==> src/rtl/byte_repack_fifo.sv <==
// Byte-granular FIFO: accepts 1..LANES bytes per write and returns 1..LANES bytes per read.
// Storage is a shift register with the oldest byte at position 0.
module byte_repack_fifo #(
    parameter int unsigned LANES     = 4,
    parameter int unsigned DEPTH     = 40,
    parameter bit          MSB_FIRST = 1'b1,
    localparam int unsigned CW = $clog2(LANES + 1),
    localparam int unsigned LW = $clog2(DEPTH + 1)
) (
    input  logic                 clk,
    input  logic                 rst_n,
    input  logic [8*LANES-1:0]   din_i,
    input  logic [CW-1:0]        din_cnt_i,
    input  logic                 wr_en_i,
    output logic                 wr_ready_o,
    input  logic [CW-1:0]        rd_cnt_i,
    input  logic                 rd_en_i,
    output logic                 rd_ready_o,
    output logic [8*LANES-1:0]   dout_o,
    output logic                 dout_valid_o,
    output logic [LW-1:0]        level_o,
    output logic                 full_o,
    output logic                 empty_o,
    output logic                 ovf_err_o,
    output logic                 udf_err_o
);

    localparam logic [LW:0]   DepthExt = (LW + 1)'(DEPTH);
    localparam logic [CW-1:0] LanesCw  = CW'(LANES);

    logic [DEPTH-1:0][7:0] mem_q, mem_d;
    logic [LW-1:0]         level_q, level_d;
    logic [8*LANES-1:0]    dout_q, dout_d;
    logic                  dout_valid_q;
    logic                  ovf_q, udf_q;

    logic                  rd_legal, wr_legal, rd_acc, wr_acc;
    logic [LW:0]           lvl_ext, rd_n, wr_n, free_n, base;
    logic [LANES-1:0][7:0] wr_bytes;

    assign lvl_ext    = {1'b0, level_q};
    assign rd_legal   = (rd_cnt_i != '0) && (rd_cnt_i <= LanesCw);
    assign rd_ready_o = rd_legal && (lvl_ext >= (LW + 1)'(rd_cnt_i));
    assign rd_acc     = rd_en_i && rd_ready_o;
    assign rd_n       = rd_acc ? (LW + 1)'(rd_cnt_i) : '0;

    // Space freed by a same-cycle accepted read counts toward the write.
    assign free_n     = DepthExt - lvl_ext + rd_n;
    assign wr_legal   = (din_cnt_i != '0) && (din_cnt_i <= LanesCw);
    assign wr_ready_o = wr_legal && (free_n >= (LW + 1)'(din_cnt_i));
    assign wr_acc     = wr_en_i && wr_ready_o;
    assign wr_n       = wr_acc ? (LW + 1)'(din_cnt_i) : '0;

    assign base       = lvl_ext - rd_n;
    assign level_d    = LW'(lvl_ext - rd_n + wr_n);

    always_comb begin
        wr_bytes = '0;
        for (int unsigned k = 0; k < LANES; k++) begin
            if (MSB_FIRST) begin
                wr_bytes[k] = din_i[8*(LANES-1-k) +: 8];
            end else begin
                wr_bytes[k] = din_i[8*k +: 8];
            end
        end
    end

    // Shift out the read bytes, then append the write at the post-read tail.
    always_comb begin
        mem_d = '0;
        for (int unsigned r = 0; r <= LANES; r++) begin
            if (rd_n == (LW + 1)'(r)) begin
                for (int unsigned i = 0; i + r < DEPTH; i++) begin
                    mem_d[i] = mem_q[i+r];
                end
            end
        end
        for (int unsigned i = 0; i < DEPTH; i++) begin
            for (int unsigned k = 0; k < LANES; k++) begin
                if (((LW + 1)'(k) < wr_n) && ((LW + 1)'(i) == base + (LW + 1)'(k))) begin
                    mem_d[i] = wr_bytes[k];
                end
            end
        end
    end

    always_comb begin
        dout_d = dout_q;
        if (rd_acc) begin
            dout_d = '0;
            for (int unsigned k = 0; k < LANES; k++) begin
                if ((LW + 1)'(k) < rd_n) begin
                    if (MSB_FIRST) begin
                        dout_d[8*(LANES-1-k) +: 8] = mem_q[k];
                    end else begin
                        dout_d[8*k +: 8] = mem_q[k];
                    end
                end
            end
        end
    end

    always_ff @(posedge clk) begin
        if (!rst_n) begin
            mem_q        <= '0;
            level_q      <= '0;
            dout_q       <= '0;
            dout_valid_q <= 1'b0;
            ovf_q        <= 1'b0;
            udf_q        <= 1'b0;
        end else begin
            mem_q        <= mem_d;
            level_q      <= level_d;
            dout_q       <= dout_d;
            dout_valid_q <= rd_acc;
            ovf_q        <= ovf_q | (wr_en_i && (din_cnt_i != '0) && !wr_ready_o);
            udf_q        <= udf_q | (rd_en_i && (rd_cnt_i != '0) && !rd_ready_o);
        end
    end

    assign dout_o       = dout_q;
    assign dout_valid_o = dout_valid_q;
    assign level_o      = level_q;
    assign full_o       = (level_q == LW'(DEPTH));
    assign empty_o      = (level_q == '0);
    assign ovf_err_o    = ovf_q;
    assign udf_err_o    = udf_q;

endmodule

==> config.mk <==
export PLATFORM = sky130hd
export DESIGN_NAME = byte_repack_fifo
export DESIGN_NICKNAME = d
export VERILOG_FILES = /design/src/rtl/byte_repack_fifo.sv
export SDC_FILE = /design/constraint.sdc
export NUM_CORES = 2
export LEC_CHECK = 0
export CAP_MARGIN = 10
export CORE_ASPECT_RATIO = 0.8
export CORE_MARGIN = 3
export CORE_UTILIZATION = 35
export CTS_CLUSTER_SIZE = 28
export DETAILED_ROUTE_END_ITERATION = 8
export PLACE_DENSITY_LB_ADDON = 0.15
export SETUP_SLACK_MARGIN = 0.3
export SLEW_MARGIN = 10
export SYNTH_ARGS = -nofsm -noshare
export SYNTH_HDL_FRONTEND = slang
export SYNTH_SLANG_ARGS = --single-unit
==> constraint.sdc <==
create_clock -name clk -period 7.3 [get_ports clk]
set_clock_uncertainty 0.2 [all_clocks]
set_input_delay 0.73 -clock clk [delete_from_list [all_inputs] [get_ports clk]]
set_output_delay 0.73 -clock clk [all_outputs]
set_load 0.005 [all_outputs]
==> impl_metrics.ini <==
[run_status]
status = complete, but fails checks
violations = DRC

[route]
detail_route.vias_per_cell = 7.16
routed_wl_um = 231000
ant_nets = 0
wl_per_cell_um = 34.1
vias = 48500
firstDrtPassIters = 9
first_iter_violations = 9019
route.detailed.drc = 2

[sta]
max_slew_margin_pct = 23.5
finalCritPeriodShare_pct = 90.2
worstMarginPinSlew_ns = 1.14
fin_tns_setup_ns = 0
hold_viol = 0
period_needed_ns = 6.58
fmax_ghz = 0.152
slew_viol_final = 0
rsz0062_at_grt = no
setup_viol_count_final = 0

[cells_and_area]
post-route-util_pct = 40.4
area_growth_pct = 13.3
stdcell_area_mm2 = 0.0411
drive_gt1_share_pct = 13.5
nNetsFinal = 5426

[synthesis]
synth_top_family_by_area = compound AO/OA/AOI/OAI gates
synth-adder-area-share_pct = 0.856
synth_top_area_cell = dfxtp_1
synthTopCellsByArea = dfxtp_1, nand2_1, o21ai_0
synth_top_area_share_pct = 19.9
synth_edf_count = 0
synthXorXnorAreaFrac_pct = 0.559
synth_cell_types = 111
synth-compound-area-share_pct = 40.2
syn-instance-count = 5439
yosys_most_used_dff = dfxtp_1
syn_area_per_cell_um2 = 6.67
synth.area.mux_share_pct = 3.45
ys_seq_elements = 361
yosysSeqAreaShare_pct = 19.9
synth_most_common_cell = nand2_1
syn_area_mm2 = 0.0363
async_reset_ff_share_pct = 0
synthTopCellsByCount = nand2_1, nor2_1, clkbuf_1
synth_warnings = 0
synthSimpleGateAreaFrac_pct = 28.1
syn_nets = 5504

[clocking]
clk_pin_slew_ns = 0.06
cts_resized = 0
cts_tree = yes
clockBufferDepth = 3
post-cts-setup-buffer-count = 0
root_buffer = clkbuf_16
clk_latency_ns = 0.66
htree_levels = 2
cts_sinks = 361
holdBufCountCts = 0
numCtsBuffers = 46

[global_route]
antenna_found_initial = 6
grt_use_total_pct = 40.7
grt_pass1_wl_um = 327000
grt_start_max_net_pins = 152
overflow = 0
grt_pass1_vias = 43400

[power_and_ir_drop]
p_leak_nw = 13.9
p_per_area_mw_per_mm2 = 336
vdd_drop_max_mv = 0.348

[die]
die_area_mm2 = 0.108
die_y_um = 294
initial_core_util_pct = 35.7
die_w_um = 366
ioPinCount = 87
core_area_mm2 = 0.102
row_count = 104

[job]
max_cap_viol_count = 0

[critical_path]
crit_chain = clkdlybuf4s50_1 > inv_1 > ha_1 > o21ai_0 > o21ai_1 > buf_4 > nand2_4 > inv_1 > nand2_1 > nor2_1 > inv_1 > ha_1 > nor2b_1 > nor3_1 > o211a_1 > o21ai_4 > buf_4 > nand2_1 > inv_1 > clkdlybuf4s50_1
r2r_start = level_o[0]
startpoint = rd_cnt_i[2]
path_delay_family = buffers and inverters
critPathCaptureType = output pin
r2r_cells = 21
crit_fanout = 18
crit_required_ns = 6.37
cpPeakStageDelay_ns = 0.64
ff2ff_setup_slack_ns = 0.86
crit_top_cell = inv_1
crit_buf_inv = 8
crit_slowest_cell = ha_1
worstSetupPathType = in2out
cp.arrival_ns = 5.65
reg2reg_to = mem_q[268]
worstSetupEndpoint = wr_ready_o
path_depth = 20
crit_path_start_kind = primary input

[place]
gp_congestion = 1.11
port_buffers = 86
dp_hpwl_um = 156000
placed_cell_area_mm2 = 0.0395

[hold_path]
min_path_type = reg2reg
whs_path_depth = 2
[metal layers]
layer	vias to the layer above	share of wire, %	global-route usage, %
met1	22900	40	56.6
met2	4152	38	55.5
li1	20600	-	-
met4	2	6.4	20.9
met5	-	0.0052	0
met3	862	15	12.8
[how the worst min path moves through the flow]
stage	slack, ns	start	end
after CTS	0.24	rst_n	mem_q[70]
after detailed placement	0.24	dout_o[18]	dout_o[18]
after global routing	0.26	rst_n	mem_q[98]
after floorplan	0.25	mem_q[3]	mem_q[3]
final	0.25	dout_o[18]	dout_o[18]
after global placement	0.24	dout_o[20]	dout_o[20]
[metrics by stage]
stage / power (mW) / setup slack [ns] / cells / hold WS, ns
floorplan: 7.08 / 0.321 / 5439 / 0.247
global placement: 10.8 / 0.317 / 6691 / 0.240
detailed placement: 10.8 / 0.393 / 6691 / 0.244
CTS: 13.3 / 0.855 / 6771 / 0.242
global route: 14.1 / 0.453 / 6771 / 0.263
finish: 13.8 / 0.716 / 6776 / 0.248
[sequential cells by signal, indices dropped and copies added (netlist names)]
signal        cells
level_o           6
dout_o           32
ovf_err_o         1
dout_valid_o      1
mem_q           320
udf_err_o         1
[area by class of cell]
type | instances | area, um^2
fill | 10800 | 60500
multi-input combinational | 4445 | 26800
sequential | 361 | 7230
timing repair buffer | 441 | 3540
tap | 1378 | 1720
clock buffer | 67 | 1350
inverter | 66 | 250
clock inverter | 13 | 221
antenna | 5 | 12.5
[power breakdown]
group / internal, mW / total (mW) / switching (mW) / leakage (nW)
sequential: 2.24 / 2.72 / 0.483 / 2.92
combinational: 2.36 / 8.57 / 6.21 / 10.2
clock: 1.43 / 2.54 / 1.11 / 0.759
[worst reg2reg max path, delay by kind of cell, from the launching register on]
kind | cells | cell delay, ns
AO/OA/AOI/OAI | 5 | 1.20
adder cells (fa/ha/maj) | 2 | 0.83
flip-flops | 1 | 0.48
AND/OR/NAND/NOR | 9 | 2.93
buffers and inverters | 5 | 0.72
[kinds of logic (layout without fill, tap and decap cells)]
| family | count (synthesis) | in the layout |
|---|---|---|
| AND/OR/NAND/NOR | 2153 | 2153 |
| AO/OA/AOI/OAI | 2135 | 2135 |
| buffers and inverters | 633 | 587 |
| flip-flops | 361 | 361 |
| multiplexers | 119 | 119 |
| adder cells (fa/ha/maj) | 23 | 23 |
| XOR/XNOR | 15 | 15 |
| other | 0 | 5 |
[cells in the final DEF, fill, tap and decap left out, types with 26 or more instances in the layout]
master,instances
nor3_2,26
o31ai_1,34
nand2_1,692
o211ai_1,184
nor2_1,564
buf_4,350
a32o_1,38
o21ai_0,428
or2_2,68
o21ai_1,49
mux2_2,33
o32ai_1,33
nor4_2,30
nor3_1,223
o21a_1,29
nand4_1,32
dfxtp_1,361
mux2i_1,84
a21oi_1,372
or3_1,52
clkbuf_16,46
a22o_1,30
a221oi_1,67
nand3_1,257
a22oi_1,89
a211oi_1,169
inv_1,59
o221ai_1,45
a21o_1,43
a222oi_1,64
and3_1,33
clkdlybuf4s50_1,52
a31oi_1,124
o22ai_1,98
nor4_1,48
(Power assumes the default switching activity.)
